## config.mk

```make
export PLATFORM = sky130hd
export DESIGN_NAME = usb_rx_bit_decoder_flat
export DESIGN_NICKNAME = d
export VERILOG_FILES = /design/src/rtl/usb_rx_bit_decoder_if.sv /design/src/rtl/usb_rx_bit_decoder.sv /design/src/flat_wrapper.sv
export SDC_FILE = /design/constraint.sdc
export NUM_CORES = 1
export LEC_CHECK = 0
export CAP_MARGIN = 30
export CORE_ASPECT_RATIO = 1.1
export CORE_MARGIN = 2
export CORE_UTILIZATION = 47
export DETAILED_ROUTE_END_ITERATION = 10
export GPL_ROUTABILITY_DRIVEN = 0
export PLACE_DENSITY_LB_ADDON = 0.15
export SYNTH_ARGS = -nofsm -noshare
export SYNTH_HDL_FRONTEND = slang
export SYNTH_SLANG_ARGS = --single-unit
```

## constraint.sdc

```tcl
create_clock -name clk -period 4.55 [get_ports clk]
set_clock_uncertainty 0.05 [all_clocks]
set_input_delay 0.6825 -clock clk [delete_from_list [all_inputs] [get_ports clk]]
set_output_delay 0.6825 -clock clk [all_outputs]
set_load 0.02 [all_outputs]
```

## src/rtl/usb_rx_bit_decoder_if.sv

```systemverilog
// Line-side inputs and decoded-byte outputs of the USB receive bit decoder.
// The master modport is the decoder; the slave is the line driver / packet layer.
interface usb_rx_bit_decoder_if;
    logic       d_plus_sync;
    logic       d_minus_sync;
    logic [7:0] rx_data;
    logic       byte_valid;
    logic       rx_active;
    logic       eop;
    logic       stuff_err;

    modport master (
        input  d_plus_sync,
        input  d_minus_sync,
        output rx_data,
        output byte_valid,
        output rx_active,
        output eop,
        output stuff_err
    );

    modport slave (
        output d_plus_sync,
        output d_minus_sync,
        input  rx_data,
        input  byte_valid,
        input  rx_active,
        input  eop,
        input  stuff_err
    );
endinterface

```

## src/rtl/usb_rx_bit_decoder.sv

```systemverilog
// USB receive bit decoder: bit-timing recovery from D+ edges, NRZI decode,
// stuffed-bit removal, LSB-first byte assembly, EOP and stuff-error strobes.
module usb_rx_bit_decoder #(
    parameter int CLKS_PER_BIT = 8
) (
    input  logic                 clk,
    input  logic                 rst,
    usb_rx_bit_decoder_if.master bus
);

    localparam int HALF = CLKS_PER_BIT / 2;
    localparam int TW   = $clog2(CLKS_PER_BIT);

    typedef enum logic [1:0] {
        IDLE     = 2'd0,
        RECEIVE  = 2'd1,
        ERROR    = 2'd2,
        EOP_WAIT = 2'd3
    } state_t;

    state_t        state, state_n;
    logic [TW-1:0] timer, timer_n;
    logic [2:0]    ones_cnt, ones_n;
    logic [2:0]    bit_cnt, bit_cnt_n;
    logic [7:0]    shift, shift_n;
    logic          last_level, last_level_n;
    logic          dp_prev, dp_prev_n;
    logic [7:0]    rx_data_q, rx_data_n;
    logic          byte_valid_q, byte_valid_n;
    logic          eop_q, eop_n;
    logic          stuff_err_q, stuff_err_n;

    logic          dp, dm;
    logic          line_edge, sample, se0, se1, dec_bit;

    // NRZI: no transition means a 1, a transition means a 0.
    function automatic logic nrzi_bit(input logic level, input logic prev_level);
        return (level == prev_level);
    endfunction

    assign dp        = bus.d_plus_sync;
    assign dm        = bus.d_minus_sync;
    assign line_edge = (dp != dp_prev);
    assign sample    = (timer == '0) && !line_edge;
    assign se0       = !dp && !dm;
    assign se1       = dp && dm;
    assign dec_bit   = nrzi_bit(dp, last_level);

    always_comb begin
        state_n      = state;
        timer_n      = timer;
        ones_n       = ones_cnt;
        bit_cnt_n    = bit_cnt;
        shift_n      = shift;
        last_level_n = last_level;
        dp_prev_n    = dp;
        rx_data_n    = rx_data_q;
        byte_valid_n = 1'b0;
        eop_n        = 1'b0;
        stuff_err_n  = 1'b0;

        if (state == RECEIVE || state == ERROR) begin
            if (line_edge)
                timer_n = TW'(HALF - 1);
            else if (timer == '0)
                timer_n = TW'(CLKS_PER_BIT - 1);
            else
                timer_n = timer - 1'b1;
        end

        unique case (state)
            IDLE: begin
                if (dp_prev && !dp) begin
                    state_n      = RECEIVE;
                    timer_n      = TW'(HALF - 1);
                    ones_n       = '0;
                    bit_cnt_n    = '0;
                    shift_n      = '0;
                    last_level_n = 1'b1;
                end
            end
            RECEIVE: begin
                if (sample) begin
                    if (se0) begin
                        eop_n   = 1'b1;
                        state_n = EOP_WAIT;
                    end else if (se1) begin
                        stuff_err_n = 1'b1;
                        state_n     = ERROR;
                    end else begin
                        last_level_n = dp;
                        if (ones_cnt == 3'd6) begin
                            // After six 1s the transmitter must insert a 0; drop it.
                            if (dec_bit) begin
                                stuff_err_n = 1'b1;
                                state_n     = ERROR;
                            end else begin
                                ones_n = '0;
                            end
                        end else begin
                            shift_n   = {dec_bit, shift[7:1]};
                            ones_n    = dec_bit ? ones_cnt + 3'd1 : 3'd0;
                            bit_cnt_n = bit_cnt + 3'd1;
                            if (bit_cnt == 3'd7) begin
                                rx_data_n    = {dec_bit, shift[7:1]};
                                byte_valid_n = 1'b1;
                            end
                        end
                    end
                end
            end
            ERROR: begin
                if (sample && se0) begin
                    eop_n   = 1'b1;
                    state_n = EOP_WAIT;
                end
            end
            EOP_WAIT: begin
                if (dp && !dm) begin
                    state_n   = IDLE;
                    dp_prev_n = 1'b1;
                end
            end
            default: state_n = IDLE;
        endcase
    end

    always_ff @(posedge clk) begin
        if (rst) begin
            state        <= IDLE;
            timer        <= '0;
            ones_cnt     <= '0;
            bit_cnt      <= '0;
            shift        <= '0;
            last_level   <= 1'b1;
            dp_prev      <= 1'b1;
            rx_data_q    <= '0;
            byte_valid_q <= 1'b0;
            eop_q        <= 1'b0;
            stuff_err_q  <= 1'b0;
        end else begin
            state        <= state_n;
            timer        <= timer_n;
            ones_cnt     <= ones_n;
            bit_cnt      <= bit_cnt_n;
            shift        <= shift_n;
            last_level   <= last_level_n;
            dp_prev      <= dp_prev_n;
            rx_data_q    <= rx_data_n;
            byte_valid_q <= byte_valid_n;
            eop_q        <= eop_n;
            stuff_err_q  <= stuff_err_n;
        end
    end

    assign bus.rx_data    = rx_data_q;
    assign bus.byte_valid = byte_valid_q;
    assign bus.rx_active  = (state == RECEIVE) || (state == ERROR);
    assign bus.eop        = eop_q;
    assign bus.stuff_err  = stuff_err_q;

endmodule

```

## src/flat_wrapper.sv

```systemverilog
// flat-port wrapper written by rule: the top's interface ports become plain ports
module usb_rx_bit_decoder_flat 
#(
    parameter int CLKS_PER_BIT = 8
)
  (clk, rst, bus_d_plus_sync, bus_d_minus_sync, bus_rx_data, bus_byte_valid, bus_rx_active, bus_eop, bus_stuff_err);
  usb_rx_bit_decoder_if bus_i ();
  input  logic clk;
  input  logic rst;
  input wire logic [$bits(bus_i.d_plus_sync)-1:0] bus_d_plus_sync;
  input wire logic [$bits(bus_i.d_minus_sync)-1:0] bus_d_minus_sync;
  output wire logic [$bits(bus_i.rx_data)-1:0] bus_rx_data;
  output wire logic [$bits(bus_i.byte_valid)-1:0] bus_byte_valid;
  output wire logic [$bits(bus_i.rx_active)-1:0] bus_rx_active;
  output wire logic [$bits(bus_i.eop)-1:0] bus_eop;
  output wire logic [$bits(bus_i.stuff_err)-1:0] bus_stuff_err;
  assign bus_i.d_plus_sync = bus_d_plus_sync;
  assign bus_i.d_minus_sync = bus_d_minus_sync;
  assign bus_rx_data = bus_i.rx_data;
  assign bus_byte_valid = bus_i.byte_valid;
  assign bus_rx_active = bus_i.rx_active;
  assign bus_eop = bus_i.eop;
  assign bus_stuff_err = bus_i.stuff_err;
  usb_rx_bit_decoder #(.CLKS_PER_BIT(CLKS_PER_BIT)) u_core (.clk(clk), .rst(rst), .bus(bus_i));
endmodule
```

Word level (Yosys, flattened, before mapping)
Cells that the tools add are included.
{ "totals": {"reg_bits": 32, "inputBits": 4, "out_inout_bits": 12, "elab_cells": 104} }
{ "op_classes": {"addsub": 3, "eq_ne": 17, "n_mux": 48, "n_bitwise": 5, "reduce_logical": 20} }
{ "op_table": {"columns": ["op", "count"], "rows": [
  ["2-to-1 mux 3 bit", 16],
  ["2-to-1 mux 8 bit", 5],
  ["AND reduction 6 bit", 4],
  ["2-to-1 mux 2 bit", 8],
  ["case mux 8 bit (2 select lines)", 1],
  ["2-to-1 mux 1 bit", 13],
  ["case mux 3 bit (2 select lines)", 2],
  ["!= test 2 x 1 -> 1 bit (second input constant)", 4],
  ["!= test 4 x 1 -> 1 bit (second input constant)", 2],
  ["case mux 2 bit (4 select lines)", 1],
  ["adder 3 x 1 -> 3 bit (second input constant)", 2],
  ["equality test 3 bit (second input constant)", 2],
  ["logical AND 1 bit", 6],
  ["!= test 2 bit (second input constant)", 3],
  ["OR reduction 6 bit", 1],
  ["inverter 1 bit", 5],
  ["AND reduction 5 bit", 1],
  ["equality test 2 bit (second input constant)", 2],
  ["case mux 1 bit (2 select lines)", 2],
  ["OR reduction 4 bit", 1],
  ["logical NOT 1 bit", 3],
  ["logical NOT 3 bit", 1],
  ["!= test 3 bit (second input constant)", 1],
  ["subtractor 3 x 1 -> 3 bit (second input constant)", 1],
  ["6 further kinds", 6]
]} }

Longest topological paths before layout
Gate-level depths: netlist of run 1.
{ "depth": {"depth_word": 7, "depth_mapped": 8, "ltp_nobuf": 6} }

Least setup slack after synthesis of run 1
No wires, ideal clock.
{ "synth_path": {"path_type": "input to register", "start": "input bus_d_plus_sync", "end": "register u_core.rx_data_q[0], in the netlist u_core.bus.rx_data[0]", "setup_ns": 0.128, "t_arrival_ns": 1.951, "required_ns": 4.372, "setup_slack_ns": 2.422, "path_stages": 6, "path_buffers": 0, "path_cell_list": "inv_1 ha_1 nand3b_4 nor3_4 mux2i_1 nor2_1"} }
{ "synth_via": {"elab_chain_cells": 4, "word_cells_on_any_way": 9, "cone_classes": "1 x eq/ne; 2 x bitwise; 6 x reduce/logical"} }
{ "synth_lines": {"columns": ["element", "line_no", "text"], "rows": [
  ["from (decl)", "flat_wrapper.sv:10", "input wire logic [$bits(bus_i.d_plus_sync)-1:0] bus_d_plus_sync;"],
  ["!= test 1 bit / logical NOT 1 bit (equally long branches)", "usb_rx_bit_decoder.sv:43, usb_rx_bit_decoder.sv:45", null],
  ["logical NOT 1 bit / logical AND 1 bit (equally long branches)", "usb_rx_bit_decoder.sv:44, usb_rx_bit_decoder.sv:45", null],
  ["logical AND 1 bit / inverter 1 bit (equally long branches)", null, null],
  ["AND reduction 6 bit (no line) *", null, null],
  ["to (signal assigned)", "usb_rx_bit_decoder.sv:149", "rx_data_q <= rx_data_n;"],
  ["to (decl)", "usb_rx_bit_decoder.sv:28", "logic [7:0] rx_data_q, rx_data_n;"]
]} }
Every way passes the cells marked *; elsewhere a longest branch is shown, timed or not.
A chain may end at the register's enable or synchronous reset.

Worst setup path after layout of run 1
{ "layout_path": {"start": "input bus_d_plus_sync", "end": "register u_core.ones_cnt[0]"} }
{ "layout_via": {"elab_chain_cells": 7, "word_cells_on_any_way": 20, "cone_classes": "7 x eq/ne; 6 x mux; 7 x reduce/logical"} }
{ "layout_lines": {"columns": ["element", "line_no", "text"], "rows": [
  ["equality test 1 bit", "usb_rx_bit_decoder.sv:38", "return (level == prev_level);"],
  ["2-to-1 mux 3 bit", "usb_rx_bit_decoder.sv:102", "ones_n = dec_bit ? ones_cnt + 3'd1 : 3'd0;"],
  ["2-to-1 mux 3 bit", "usb_rx_bit_decoder.sv:92", "if (ones_cnt == 3'd6) begin"],
  ["2-to-1 mux 3 bit", "usb_rx_bit_decoder.sv:87", "end else if (se1) begin"],
  ["2-to-1 mux 3 bit", "usb_rx_bit_decoder.sv:84", "if (se0) begin"],
  ["2-to-1 mux 3 bit", "usb_rx_bit_decoder.sv:83", "if (sample) begin"],
  ["case mux 3 bit (2 select lines)", "usb_rx_bit_decoder.sv:71", "unique case (state)"],
  ["to (signal assigned)", "usb_rx_bit_decoder.sv:144", "ones_cnt <= ones_n;"],
  ["to (decl)", "usb_rx_bit_decoder.sv:23", "logic [2:0] ones_cnt, ones_n;"]
]} }
Several ways; a longest one is shown, not always the timed one. The select of a mux whose other input is x is not followed.

==> impl_metrics.xml, run 1 <==
<?xml version="1.0" encoding="UTF-8"?>
<metrics>
  <group name="outcome">
    <metric name="run_status" unit="">finished clean</metric>
  </group>
  <group name="clock_network">
    <metric name="cts_post_setup_buffers_inserted" unit="">0</metric>
    <metric name="cts_htree_levels" unit="">2</metric>
    <metric name="cts.root.buffer_cell" unit="">sky130_fd_sc_hd__clkbuf_4</metric>
    <metric name="reg_clk_slew_reported_paths" unit="ps">100</metric>
    <metric name="cts.hold.buffers_added" unit="">0</metric>
    <metric name="clkLatencyLatePin" unit="ps">320</metric>
    <metric name="tritoncts" unit="">built</metric>
    <metric name="clockBufferDepth" unit="">2</metric>
    <metric name="cts.sinks" unit="">31</metric>
    <metric name="cts_resized" unit="">0</metric>
    <metric name="tritoncts.num_buffers" unit="">5</metric>
  </group>
  <group name="yosys">
    <metric name="synth_common_cells" unit="">sky130_fd_sc_hd__dfxtp_1 (31), sky130_fd_sc_hd__ha_1 (15), sky130_fd_sc_hd__nor2_1 (13)</metric>
    <metric name="synth_area_per_cell" unit="µm²">10.0</metric>
    <metric name="synth-edff-count" unit="">0</metric>
    <metric name="post_synth_inst_count" unit="">153</metric>
    <metric name="synth.most_common_cell" unit="">sky130_fd_sc_hd__dfxtp_1</metric>
    <metric name="yosysSeqAreaShare" unit="">0.405</metric>
    <metric name="cells_taking_the_most_area_after_synthesis" unit="">sky130_fd_sc_hd__dfxtp_1 (40%), sky130_fd_sc_hd__ha_1 (12%), sky130_fd_sc_hd__mux2i_1 (5.9%)</metric>
    <metric name="fraction_of_synthesized_cell_area_taken_by_the_top_area_cell_type" unit="">0.405</metric>
    <metric name="ys.warnings.count" unit="">0</metric>
    <metric name="synth_nets" unit="">172</metric>
    <metric name="synth_async_sr_flop_share" unit="">0</metric>
    <metric name="synth-seq-cells" unit="">31</metric>
    <metric name="synth_area" unit="µm²">1530</metric>
    <metric name="netlist.top_cell.by_area" unit="">sky130_fd_sc_hd__dfxtp_1</metric>
    <metric name="synth_top_flop_cell" unit="">sky130_fd_sc_hd__dfxtp_1</metric>
    <metric name="synth_cell_type_count" unit="">40</metric>
  </group>
  <group name="setup_path">
    <metric name="worst_path_max_delay_cell" unit="">sky130_fd_sc_hd__clkdlybuf4s50_1</metric>
    <metric name="data_arrival_critical_path" unit="ps">3020</metric>
    <metric name="cpPeakStageDelay" unit="ps">600</metric>
    <metric name="cp-start-kind" unit="">input port</metric>
    <metric name="endpoint_type_of_the_worst_setup_path" unit="">flop</metric>
    <metric name="critical_path.max_fanout" unit="">10</metric>
    <metric name="worst-endpoint-required" unit="ps">4780</metric>
    <metric name="crit_chain" unit="">clkdlybuf4s50_1 &gt; inv_1 &gt; ha_1 &gt; nand3b_4 &gt; nor4_4 &gt; and2_1 &gt; a32o_1</metric>
    <metric name="path_class" unit="">input port to flop</metric>
  </group>
  <group name="grt">
    <metric name="grt_first_pass_wirelength" unit="mm">5.18</metric>
    <metric name="gr-total-overflow" unit="">0</metric>
    <metric name="number_of_global_route_vias_before_repair" unit="">1169</metric>
    <metric name="number_of_antenna_violations_at_the_first_check_in_global_routing" unit="">0</metric>
    <metric name="grt_use_total" unit="">0.179</metric>
    <metric name="largest_net_degree_at_the_start_of_global_routing" unit="">23</metric>
  </group>
  <group name="sta">
    <metric name="whs" unit="ps">460</metric>
    <metric name="rsz0062_at_grt" unit="">no</metric>
    <metric name="max_slew_violation_total_from_the_final_report" unit="">0</metric>
    <metric name="fin_crit_share" unit="">0.613</metric>
    <metric name="max_slew_headroom_at_the_worst_pin" unit="">0.435</metric>
    <metric name="final_hold_viols" unit="">0</metric>
    <metric name="finalSetupViolCount" unit="">0</metric>
    <metric name="worst_slew_pin_slew" unit="ps">845</metric>
    <metric name="totalNegativeSetupSlack" unit="ps">0</metric>
    <metric name="peak_clock_frequency_supported_by_timing" unit="MHz">359</metric>
    <metric name="final.min_clock_period" unit="ps">2790</metric>
  </group>
  <group name="floorplanning">
    <metric name="die_area" unit="µm²">3730</metric>
    <metric name="die_width" unit="µm">58.5</metric>
    <metric name="initial_utilization" unit="">0.499</metric>
    <metric name="io_pins" unit="">16</metric>
    <metric name="rows" unit="">21</metric>
    <metric name="core_area" unit="µm²">3070</metric>
    <metric name="chipHeight" unit="µm">63.9</metric>
  </group>
  <group name="power_and_ir_drop">
    <metric name="power.leakage" unit="µW">0.000704</metric>
    <metric name="ir_worst_vdd" unit="µV">299</metric>
    <metric name="pwr_density_cell" unit="nW/µm²">508</metric>
  </group>
  <group name="cells_and_area">
    <metric name="area_of_all_placed_cells_without_fillers" unit="µm²">1800</metric>
    <metric name="nNetsFinal" unit="">189</metric>
    <metric name="area_growth" unit="%">17.5</metric>
    <metric name="post-route-util" unit="">0.586</metric>
    <metric name="fillerInstances" unit="">283</metric>
    <metric name="drive_gt1_frac" unit="">0.0936</metric>
    <metric name="layout.cells.non_filler" unit="">205</metric>
    <metric name="multi_input_comb_area" unit="µm²">841</metric>
    <metric name="area.sequential" unit="µm²">621</metric>
    <metric name="antennaDiodeCount" unit="">0</metric>
  </group>
  <group name="drt">
    <metric name="route.detailed.drc" unit="">0</metric>
    <metric name="avgRoutedWirePerCell" unit="µm">14.7</metric>
    <metric name="total_length_of_routed_wires" unit="mm">3.02</metric>
    <metric name="drtPass1Iterations" unit="">4</metric>
    <metric name="drt_antenna_net_count" unit="">0</metric>
    <metric name="routed-via-count" unit="">1205</metric>
    <metric name="first_iter_violations" unit="">36</metric>
    <metric name="vias_per_cell" unit="">5.88</metric>
  </group>
  <group name="place">
    <metric name="dp_hpwl" unit="mm">2.19</metric>
    <metric name="dp_cells" unit="">197</metric>
    <metric name="placedInstanceArea" unit="µm²">1700</metric>
    <metric name="port-buffer-count" unit="">15</metric>
  </group>
  <group name="worst_hold_path">
    <metric name="min_path_type" unit="">flop to flop</metric>
  </group>
  <group name="job">
    <metric name="maxCapViolCount" unit="">0</metric>
  </group>
</metrics>
## cell families (layout without fill, tap and decap cells)
family | count (synthesis) | in the layout | synth area share
buf+inv | 17 | 35 | 0.0465
simple gates | 37 | 37 | 0.143
xor+xnor | 2 | 2 | 0.0114
flops | 31 | 31 | 0.405
compound gates | 42 | 42 | 0.213
fa+ha+maj | 15 | 15 | 0.122
mux | 9 | 9 | 0.0588
## metrics by stage
| step | total power (µW) | setup slack [ps] |
|---|---|---|
| floorplan | 582 | 2420 |
| global placement | 642 | 1490 |
| detailed placement | 651 | 1420 |
| CTS | 916 | 1750 |
| global route | 970 | 1590 |
| finish | 915 | 1760 |
## critical path: cells and delay by family
kind	cells	cell delay, ps
AOI/OAI and AO/OA	1	220
and+or+nand+nor	3	980
adders and majority gates	1	410
buffers and inverters	2	710
## worst paths after layout
| kind | start | depth (start not counted) | endpoint | slack (ps) |
|---|---|---|---|---|
| setup reg to reg | u_core.state[1]$_SDFFE_PP0P_ | 6 | u_core.bus.rx_data[6]$_SDFFE_PP0P_ | 2420 |
| hold reg to reg | u_core.shift[1]$_SDFFE_PP0P_ | 1 | u_core.shift[1]$_SDFFE_PP0P_ | 460 |
| hold / removal | u_core.shift[1]$_SDFFE_PP0P_ | 1 | u_core.shift[1]$_SDFFE_PP0P_ | 460 |
| setup / recovery | bus_d_plus_sync | 7 | u_core.ones_cnt[0]$_SDFFE_PP0P_ | 1760 |
## routing by layer
metal / vias to the layer above / track usage / share of wire
met4: 0 / 0.0785 / 0.0093
li1: 590 / - / -
met2: 34 / 0.265 / 0.45
met1: 576 / 0.250 / 0.48
met5: - / 0 / 0
met3: 5 / 0.0364 / 0.057
## registers in the layout (all words and copies together), names as in the netlist
| signal | count |
|---|---|
| u_core.dp_prev | 1 |
| u_core.timer | 3 |
| u_core.bus.stuff_err | 1 |
| u_core.bus.byte_valid | 1 |
| u_core.bus.eop | 1 |
| u_core.bit_cnt | 3 |
| u_core.state | 2 |
| u_core.shift | 7 |
| u_core.bus.rx_data | 8 |
| u_core.ones_cnt | 3 |
| u_core.last_level | 1 |
## cell usage in the layout (no fill, tap or decap), drive strengths merged, types with 2 or more instances in the layout
master,count
nand2,8
nor4,3
a21oi,9
a31o,2
bufinv,2
o2111ai,2
ha,15
and2,2
clkbuf,6
dfxtp,31
nor3,3
a32o,2
clkdlybuf4s50,15
nor2,13
a22o,9
o21ai,7
a211oi,2
inv,12
o211ai,2
mux2i,9
## layout make-up
type,count,area share
sequential,31,0.345
clock inverter,2,0.0334
timing repair buffer,15,0.0834
inverter,12,0.0250
clock buffer,6,0.0229
multi-input combinational,105,0.467
tap,34,0.0236
## where the power goes
part	switching (µW)	internal (µW)
Clock	94.1	171
Combinational	210	126
Sequential	18.2	295
Total	323	592
Note: power is estimated with default switching activity, not from simulation.
==> inputs of run 2 (changes only) <==
Clock period 4.55 ns to 2.7 ns, I/O delays scaled along.
==> run 2 against run 1 <==
Net effect: hold slack worse by 19 ps; cell count up 2.4%; sequential cell count unchanged; via count up 2.0%; wire length down 3.5%; critical path depth down 4; first-iteration DRC count down 8.3%; clock power up 12%; global-route usage up 0.62 points; core utilization up 0.16 points; combinational power up 72%; count of clock-buffer cells in the layout up 2; largest cell class unchanged.
==> impl_metrics.xml, run 2 (synthesized netlist as in run 1, its figures left out) <==
<?xml version="1.0" encoding="UTF-8"?>
<metrics>
  <group name="outcome">
    <metric name="run_status" unit="">finished clean</metric>
  </group>
  <group name="worst_hold_path">
    <metric name="min_delay_worst_endpoint" unit="">u_core.ones_cnt[1]$_SDFFE_PP0P_</metric>
    <metric name="min_path_type" unit="">flop to flop</metric>
    <metric name="min_from" unit="">u_core.ones_cnt[1]$_SDFFE_PP0P_</metric>
    <metric name="timing.hold.worst_path_depth" unit="">2</metric>
  </group>
  <group name="sta">
    <metric name="whs" unit="ps">441</metric>
    <metric name="max_slew_headroom_at_the_worst_pin" unit="">0.670</metric>
    <metric name="fin_crit_share" unit="">0.890</metric>
    <metric name="finalSetupViolCount" unit="">0</metric>
    <metric name="worst_slew_pin_slew" unit="ps">491</metric>
    <metric name="max_slew_violation_total_from_the_final_report" unit="">0</metric>
    <metric name="final.min_clock_period" unit="ps">2400</metric>
    <metric name="final_setup_margin" unit="ps">298</metric>
    <metric name="rsz0062_at_grt" unit="">no</metric>
    <metric name="peak_clock_frequency_supported_by_timing" unit="MHz">416</metric>
    <metric name="final_hold_viols" unit="">0</metric>
    <metric name="totalNegativeSetupSlack" unit="ps">0</metric>
  </group>
  <group name="floorplanning">
    <metric name="io_pins" unit="">16</metric>
    <metric name="rows" unit="">21</metric>
    <metric name="initial_utilization" unit="">0.499</metric>
    <metric name="chipHeight" unit="µm">63.9</metric>
    <metric name="die_width" unit="µm">58.5</metric>
    <metric name="die_area" unit="µm²">3730</metric>
    <metric name="core_area" unit="µm²">3070</metric>
  </group>
  <group name="setup_path">
    <metric name="regToRegSetupSlack" unit="ps">680</metric>
    <metric name="data_arrival_critical_path" unit="ps">1950</metric>
    <metric name="critical_path.max_fanout" unit="">9</metric>
    <metric name="path_delay_family" unit="">buffers and inverters</metric>
    <metric name="worst-endpoint-required" unit="ps">2250</metric>
    <metric name="worstRegToRegCells" unit="">6</metric>
    <metric name="cpPeakStageDelay" unit="ps">660</metric>
    <metric name="cp_num_cells" unit="">3</metric>
    <metric name="endpoint_type_of_the_worst_setup_path" unit="">primary output</metric>
    <metric name="timing.critical_path.buf_inv" unit="">2</metric>
    <metric name="crit_chain" unit="">inv_1 &gt; ha_1 &gt; clkdlybuf4s50_1</metric>
    <metric name="worst_r2r_startpoint" unit="">u_core.state[1]$_SDFFE_PP0P_</metric>
    <metric name="crit_start" unit="">u_core.state[1]$_SDFFE_PP0P_</metric>
    <metric name="path_class" unit="">flop to primary output</metric>
    <metric name="worst_path_max_delay_cell" unit="">sky130_fd_sc_hd__clkdlybuf4s50_1</metric>
    <metric name="worstReg2RegEnd" unit="">u_core.ones_cnt[0]$_SDFFE_PP0P_</metric>
    <metric name="cp-start-kind" unit="">flop</metric>
  </group>
  <group name="clock_network">
    <metric name="reg_clk_slew_reported_paths" unit="ps">90</metric>
    <metric name="cts_resized" unit="">0</metric>
    <metric name="cts_post_setup_buffers_inserted" unit="">0</metric>
    <metric name="cts.sinks" unit="">31</metric>
    <metric name="tritoncts.num_buffers" unit="">5</metric>
    <metric name="tritoncts" unit="">built</metric>
    <metric name="clkLatencyLatePin" unit="ps">320</metric>
    <metric name="clockBufferDepth" unit="">2</metric>
    <metric name="cts.hold.buffers_added" unit="">0</metric>
    <metric name="cts_htree_levels" unit="">2</metric>
    <metric name="cts.root.buffer_cell" unit="">sky130_fd_sc_hd__clkbuf_4</metric>
  </group>
  <group name="cells_and_area">
    <metric name="drive_gt1_frac" unit="">0.119</metric>
    <metric name="mostFrequentLayoutCells" unit="">sky130_fd_sc_hd__dfxtp_1 (31), sky130_fd_sc_hd__ha_1 (15), sky130_fd_sc_hd__clkdlybuf4s50_1 (15)</metric>
    <metric name="antennaDiodeCount" unit="">0</metric>
    <metric name="layout.cells.non_filler" unit="">210</metric>
    <metric name="largest_register_ffs" unit="">8</metric>
    <metric name="mostFrequentLayoutCell" unit="">sky130_fd_sc_hd__dfxtp_1</metric>
    <metric name="area_growth" unit="%">17.8</metric>
    <metric name="nNetsFinal" unit="">194</metric>
  </group>
  <group name="grt">
    <metric name="gr-total-overflow" unit="">0</metric>
    <metric name="largest_net_degree_at_the_start_of_global_routing" unit="">22</metric>
    <metric name="number_of_global_route_vias_before_repair" unit="">1247</metric>
    <metric name="grt_use_total" unit="">0.186</metric>
    <metric name="number_of_antenna_violations_at_the_first_check_in_global_routing" unit="">0</metric>
    <metric name="grt_first_pass_wirelength" unit="mm">5.33</metric>
  </group>
  <group name="drt">
    <metric name="avgRoutedWirePerCell" unit="µm">13.9</metric>
    <metric name="drt_antenna_net_count" unit="">0</metric>
    <metric name="route.detailed.drc" unit="">0</metric>
    <metric name="vias_per_cell" unit="">5.85</metric>
    <metric name="total_length_of_routed_wires" unit="mm">2.92</metric>
    <metric name="drtPass1Iterations" unit="">4</metric>
    <metric name="first_iter_violations" unit="">33</metric>
    <metric name="routed-via-count" unit="">1229</metric>
  </group>
  <group name="place">
    <metric name="port-buffer-count" unit="">15</metric>
    <metric name="dp_slack" unit="ps">132</metric>
    <metric name="dp_cells" unit="">202</metric>
    <metric name="dp_hpwl" unit="mm">2.12</metric>
  </group>
  <group name="power_and_ir_drop">
    <metric name="p_total" unit="µW">1410</metric>
    <metric name="pwr_density_cell" unit="nW/µm²">778</metric>
    <metric name="power.leakage" unit="µW">0.000715</metric>
    <metric name="ir_worst_vdd" unit="µV">478</metric>
  </group>
  <group name="job">
    <metric name="maxCapViolCount" unit="">0</metric>
  </group>
</metrics>
run 2: how the worst max path moves through the flow:
stage	slack, ps	to
finish	300	bus_rx_active
global route	180	bus_rx_active
CTS	290	bus_rx_active
detailed placement	130	u_core.ones_cnt[0]$_SDFFE_PP0P_
global placement	180	u_core.ones_cnt[0]$_SDFFE_PP0P_
floorplan	850	u_core.bus.rx_data[0]$_SDFFE_PP0P_
run 2: layout make-up:
cell class / instances / area [µm²]
Clock buffer: 8 / 68.8
Fill cell: 272 / 1270
Inverter: 12 / 45.0
Multi-Input combinational cell: 105 / 841
Sequential cell: 31 / 621
Tap cell: 34 / 42.5
Timing Repair Buffer: 20 / 188
run 2: power breakdown:
group,switching [µW],leakage [µW],total (µW),internal [µW]
Clock,146,0.0000386,299,153
Combinational,356,0.000425,578,223
Sequential,31.7,0.000251,528,496
run 2: metal layers:
| metal | wire [µm] | share of wire | global-route usage |
|---|---|---|---|
| met1 | 1460 | 0.50 | 0.257 |
| met2 | 1250 | 0.43 | 0.249 |
| met3 | 117 | 0.040 | 0.0587 |
| met4 | 81 | 0.028 | 0.108 |
| met5 | 0 | 0 | 0 |
run 2: tightest hold or removal path: stages (launching register included):
cell,delay (ps)
sky130_fd_sc_hd__dfxtp_1,330
sky130_fd_sc_hd__nand2_1,60
sky130_fd_sc_hd__mux2i_1,60
run 2: metrics by stage:
step	instance area, µm²	utilization
final	1810	0.587
after global routing	1810	0.587
after CTS	1810	0.587
after detailed placement	1740	0.565
after global placement	1740	0.565
after floorplan	1530	-
